File: config.mk
export PLATFORM = sky130hd
export DESIGN_NAME = gray2bin_seq_flat
export DESIGN_NICKNAME = d
export VERILOG_FILES = /design/src/rtl/gray2bin_seq_pkg.sv /design/src/rtl/gray2bin_seq_if.sv /design/src/rtl/gray2bin_seq_step_chk.sv /design/src/rtl/gray2bin_seq.sv /design/src/flat_wrapper.sv
export SDC_FILE = /design/constraint.sdc
export NUM_CORES = 1
export LEC_CHECK = 0
export ABC_AREA = 1
export CAP_MARGIN = 20
export CORE_UTILIZATION = 55
export CTS_BUF_LIST = sky130_fd_sc_hd__clkbuf_8 sky130_fd_sc_hd__clkbuf_16
export DETAILED_ROUTE_END_ITERATION = 16
export PLACE_DENSITY = 0.79
export SYNTH_ARGS = -nofsm -noshare
export SYNTH_HDL_FRONTEND = slang
export SYNTH_SLANG_ARGS = --single-unit
File: constraint.sdc
create_clock -name clk -period 2 [get_ports clk]
set_clock_uncertainty 0.15 [all_clocks]
set_input_delay 0.3 -clock clk [delete_from_list [all_inputs] [get_ports clk]]
set_output_delay 0.3 -clock clk [all_outputs]
set_load 0.01 [all_outputs]
File: src/rtl/gray2bin_seq_pkg.sv
// Shared types and helpers for the sequential Gray-to-binary decoder.
// The functions are generic up to 32 bits; callers pass the active width.
package gray_pkg;

    typedef enum logic [1:0] {
        IDLE  = 2'd0,
        SHIFT = 2'd1,
        HOLD  = 2'd2
    } state_t;

    localparam int MAX_WIDTH = 32;

    function automatic logic [MAX_WIDTH-1:0] width_mask(input int width);
        logic [MAX_WIDTH-1:0] m;
        if (width >= MAX_WIDTH) m = '1;
        else                    m = (32'd1 << width) - 32'd1;
        return m;
    endfunction

    // Binary bit i is the XOR of all Gray bits at or above i.
    function automatic logic [MAX_WIDTH-1:0] gray2bin(input logic [MAX_WIDTH-1:0] g,
                                                      input int width);
        logic [MAX_WIDTH-1:0] gm;
        logic [MAX_WIDTH-1:0] b;
        gm = g & width_mask(width);
        b  = gm;
        for (int k = 1; k < MAX_WIDTH; k++) b = b ^ (gm >> k);
        return b;
    endfunction

    function automatic logic [MAX_WIDTH-1:0] bin2gray(input logic [MAX_WIDTH-1:0] b,
                                                      input int width);
        logic [MAX_WIDTH-1:0] bm;
        bm = b & width_mask(width);
        return bm ^ (bm >> 1);
    endfunction

endpackage

File: src/rtl/gray2bin_seq_if.sv
// Handshake bundle between a Gray-word producer and the decoder.
interface gray2bin_seq_if #(parameter int WIDTH = 4);
    logic             in_valid;
    logic             in_ready;
    logic [WIDTH-1:0] gray_in;
    logic             out_valid;
    logic             out_ready;
    logic [WIDTH-1:0] bin_out;
    logic             step_err;

    modport slave (
        input  in_valid, gray_in, out_ready,
        output in_ready, out_valid, bin_out, step_err
    );

    modport master (
        output in_valid, gray_in, out_ready,
        input  in_ready, out_valid, bin_out, step_err
    );
endinterface

File: src/rtl/gray2bin_seq_step_chk.sv
// Remembers the last delivered result and flags a new result that is neither
// a repeat nor a single +1 step (mod 2^WIDTH) from it.
module gray_step_chk #(
    parameter int WIDTH = 4
) (
    input  logic             clk,
    input  logic             rst_n,
    input  logic [WIDTH-1:0] result,
    input  logic             deliver,
    input  logic [WIDTH-1:0] delivered,
    output logic             err
);
    logic [WIDTH-1:0] prev;
    logic [WIDTH-1:0] prev_inc;
    logic             prev_valid;

    always_ff @(posedge clk) begin
        if (!rst_n) begin
            prev       <= '0;
            prev_valid <= 1'b0;
        end else if (deliver) begin
            prev       <= delivered;
            prev_valid <= 1'b1;
        end
    end

    assign prev_inc = prev + 1'b1;
    assign err      = prev_valid && (result != prev) && (result != prev_inc);
endmodule

File: src/rtl/gray2bin_seq.sv
// Sequential Gray-to-binary decoder: resolves one bit per cycle MSB-first and
// presents the result on a valid/ready output, with optional step checking.
module gray2bin_seq
    import gray_pkg::*;
#(
    parameter int WIDTH      = 4,
    parameter int CHECK_STEP = 1
) (
    input  logic          clk,
    input  logic          rst_n,
    gray2bin_seq_if.slave bus,
    output logic          busy
);
    localparam int IW = $clog2(WIDTH);

    state_t           state, state_nxt;
    logic [IW-1:0]    idx;
    logic [WIDTH-1:0] gray_q;
    logic [WIDTH-1:0] acc, acc_nxt;
    logic [WIDTH-1:0] bin_q;
    logic             carry, bit_nxt;
    logic             err_q, chk_err;
    logic             accept, deliver, last_bit;

    always_ff @(posedge clk) begin
        if (!rst_n) state <= IDLE;
        else        state <= state_nxt;
    end

    always_comb begin
        state_nxt = state;
        accept    = 1'b0;
        deliver   = 1'b0;
        last_bit  = 1'b0;
        case (state)
            IDLE: begin
                if (bus.in_valid) begin
                    accept    = 1'b1;
                    state_nxt = SHIFT;
                end
            end
            SHIFT: begin
                if (idx == '0) begin
                    last_bit  = 1'b1;
                    state_nxt = HOLD;
                end
            end
            HOLD: begin
                if (bus.out_ready) begin
                    deliver   = 1'b1;
                    state_nxt = IDLE;
                end
            end
            default: state_nxt = IDLE;
        endcase
    end

    // carry holds the binary bit just resolved one position above idx.
    assign bit_nxt = gray_q[idx] ^ carry;

    always_comb begin
        acc_nxt      = acc;
        acc_nxt[idx] = bit_nxt;
    end

    always_ff @(posedge clk) begin
        if (!rst_n) begin
            idx    <= '0;
            gray_q <= '0;
            acc    <= '0;
            carry  <= 1'b0;
            bin_q  <= '0;
            err_q  <= 1'b0;
        end else if (accept) begin
            gray_q <= bus.gray_in;
            idx    <= IW'(WIDTH - 1);
            acc    <= '0;
            carry  <= 1'b0;
        end else if (state == SHIFT) begin
            acc   <= acc_nxt;
            carry <= bit_nxt;
            idx   <= idx - 1'b1;
            if (last_bit) begin
                bin_q <= acc_nxt;
                err_q <= chk_err;
            end
        end else if (deliver) begin
            err_q <= 1'b0;
        end
    end

    generate
        if (CHECK_STEP != 0) begin : g_chk
            gray_step_chk #(.WIDTH(WIDTH)) u_chk (
                .clk       (clk),
                .rst_n     (rst_n),
                .result    (acc_nxt),
                .deliver   (deliver),
                .delivered (bin_q),
                .err       (chk_err)
            );
        end else begin : g_no_chk
            assign chk_err = 1'b0;
        end
    endgenerate

    assign bus.in_ready  = (state == IDLE);
    assign bus.out_valid = (state == HOLD);
    assign bus.bin_out   = bin_q;
    assign bus.step_err  = err_q;
    assign busy          = (state != IDLE);
endmodule

File: src/flat_wrapper.sv
// flat-port wrapper written by rule: the top's interface ports become plain ports
module gray2bin_seq_flat import gray_pkg::*;
#(
    parameter int WIDTH      = 4,
    parameter int CHECK_STEP = 1
)
  (clk, rst_n, busy, bus_in_valid, bus_gray_in, bus_out_ready, bus_in_ready, bus_out_valid, bus_bin_out, bus_step_err);
  gray2bin_seq_if #(.WIDTH(WIDTH)) bus_i ();
  input  logic clk;
  input  logic rst_n;
  output logic busy;
  input wire logic [$bits(bus_i.in_valid)-1:0] bus_in_valid;
  input wire logic [$bits(bus_i.gray_in)-1:0] bus_gray_in;
  input wire logic [$bits(bus_i.out_ready)-1:0] bus_out_ready;
  output wire logic [$bits(bus_i.in_ready)-1:0] bus_in_ready;
  output wire logic [$bits(bus_i.out_valid)-1:0] bus_out_valid;
  output wire logic [$bits(bus_i.bin_out)-1:0] bus_bin_out;
  output wire logic [$bits(bus_i.step_err)-1:0] bus_step_err;
  assign bus_i.in_valid = bus_in_valid;
  assign bus_i.gray_in = bus_gray_in;
  assign bus_i.out_ready = bus_out_ready;
  assign bus_in_ready = bus_i.in_ready;
  assign bus_out_valid = bus_i.out_valid;
  assign bus_bin_out = bus_i.bin_out;
  assign bus_step_err = bus_i.step_err;
  gray2bin_seq #(.WIDTH(WIDTH), .CHECK_STEP(CHECK_STEP)) u_core (.clk(clk), .rst_n(rst_n), .bus(bus_i), .busy(busy));
endmodule
==> out/metrics.cfg <==
[floorplan]
start_util_pct=59.9
die-height_um=51.8
io_pins=16
rows=17
core_um2=2280
die_area_um2=2680
die_x_um=51.8

[pwr]
p_per_area_nw_per_um2=744
p_leak_uw=0.000755
power_uw=1200
ir_drop_v=0.000655

[grt]
grt.total_usage_pct=27.5
grt_first_pass_wirelength_mm=5.39
grt_pass1_vias=1257
antenna_found_initial=0
grt_max_degree=14
grt-ovfl-total=0

[critical_path]
end_kind=output port
r2r_start=u_core.idx[0]$_SDFFE_PN0P_
r2r_cells=13
startpoint_type=flip-flop
crit_fanout=3
cp_cell_sequence=inv_1 -> nor2_1 -> clkdlybuf4s50_1
startpoint=u_core.state[1]$_SDFFE_PN0P_
max_stage_delay_ns=0.57
crit_slowest_cell=clkdlybuf4s50_1
crit_type=reg2out
crit_required_ns=1.55
worstPathArrival_ns=1.42
r2r_slack_ns=0.17

[drt]
dr_wl_met3_um=180
routedWlPerCell_um=13.3
top_layer_used=met4
vias_per_cell=5.44
drc=0
firstDrtPassIters=4
vias=1294
wl_met2_mm=1.45
drt_iter0_markers=31
ant_nets=0
wl_met1_mm=1.44
wl_mm=3.17

[sta]
worst_slack_ns=0.131
maxSlewHeadroom_pct=78.1
setup_viol=0
setup_tns_ns=0
period_minus_slack_ns=1.87
finalCritPeriodShare_pct=93.4
hold_viol_final=0
grt_setup_unrepaired=no
worst_pin_slew_ns=0.327
fmax_mhz=535
slew_viol_final=0

[min_path]
hold_path.class=reg2reg
worstHoldStart=u_core.bus.step_err$_SDFFE_PN0P_
holdPathStages=2

[synth]
yosysWarnings=0
synth_area_leaders=dfxtp_1, inv_1, nand2_1, o21ai_0, nand3_1
ys_seq_elements=23
synth_fp_nets=203
synth_cell_types=23
synth_area_um2=1360
synth.top_cell.area_share_pct=33.8
synth_largest_area_cell=dfxtp_1
synthCells=190
seq_area_frac_synth_pct=33.8
avgSynthCellArea_um2=7.17

[clock_tree]
cts_buffers=3
clock-root-buffer=clkbuf_8
ctsResizeCount=0
cts_tree=done
cts_hold_buffers=0
clock_path_buffers=2
clk_pin_slew_ns=0.09
cts.htree.levels=1
clock_latency_ns=0.27
post_cts_buffers=0
cts.sinks=23

[placement]
post_dp_cell_area_um2=1560
dp_slack_ns=0.218
gp_congestion=0.856
post-dp-hpwl_mm=2.41
portBuffers=15
place_inst=234

[outcome]
outcome=finished, final reports clean

[layout]
nFillCells=195
final_common_cell=inv_1
synthToLayoutAreaGrowth_pct=18.0
layout_common_cells=inv_1, nand2_1, dfxtp_1
drive_above_1_share_pct=14.8
antenna_cells=0
final_cell_area_um2=1610
fin_cells=238
final_nets=224

[flow_run]
drv_cap=0

-- per-layer routing --
metal  up-vias  GRT usage [%]
li1        647              -
met2        43           46.1
met5         -              0
met1       591           33.8
met3        13           4.97
met4         0           12.6
-- state kept, by name (all words and copies together) (netlist names) --
signal / count
u_core.acc: 4
u_core.bus.bin_out: 4
u_core.g_chk.u_chk.prev: 4
u_core.gray_q: 4
u_core.idx: 2
u_core.state: 2
u_core.bus.step_err: 1
u_core.carry: 1
u_core.g_chk.u_chk.prev_valid: 1
-- synth_stat cells --
cell type,instances
nand3_4,3
o21bai_1,3
o211ai_1,2
nand2_2,6
nand3_1,17
nand3b_1,2
a21oi_2,1
xnor2_1,1
nand2_1,30
or2_2,1
inv_2,2
nor2_1,16
o21ai_0,18
nand2_4,3
clkbuf_1,2
a21oi_1,12
nor2_4,1
inv_1,33
ha_1,5
xor2_1,1
nand3_2,6
nor2_2,2
dfxtp_1,23
-- worst max-delay path, delay by kind of cell (launching register included) --
family,cells,cell delay [ns]
AND/OR/NAND/NOR,1,0.16
buffers and inverters,2,0.62
flip-flops,1,0.37
-- final timing paths --
path	end
max	bus_out_valid
min	u_core.bus.step_err$_SDFFE_PN0P_
max reg2reg	u_core.bus.step_err$_SDFFE_PN0P_
min reg2reg	u_core.bus.step_err$_SDFFE_PN0P_
-- cells by family after synthesis --
| family | after synthesis | synth area share (%) |
|---|---|---|
| fa+ha+maj | 5 | 4.59 |
| flops | 23 | 33.8 |
| xor+xnor | 2 | 1.29 |
| compound gates | 36 | 14.4 |
| simple gates | 87 | 35.7 |
| buf+inv | 37 | 10.2 |
-- power breakdown --
part | leakage [µW] | internal, µW | switching [µW]
Combinational | 0.000540 | 150 | 227
Clock | 0.0000269 | 138 | 158
Sequential | 0.000188 | 492 | 31.7
-- stage by stage --
| step | hold WS, ns | utilization, % |
|---|---|---|
| global route | 0.371 | 70.6 |
| floorplan | 0.305 | - |
| finish | 0.362 | 70.6 |
| CTS | 0.357 | 70.6 |
| detailed placement | 0.339 | 68.7 |
| global placement | 0.331 | 68.7 |
-- final cells by class --
class	count	area, µm²	area share, %
tap	28	35.0	2.18
clock inverter	1	3.75	0.233
sequential	23	460	28.6
multi-input combinational	130	763	47.5
inverter	35	131	8.17
timing repair buffer	18	173	10.7
clock buffer	3	41.3	2.57
(Power assumes the default switching activity.)
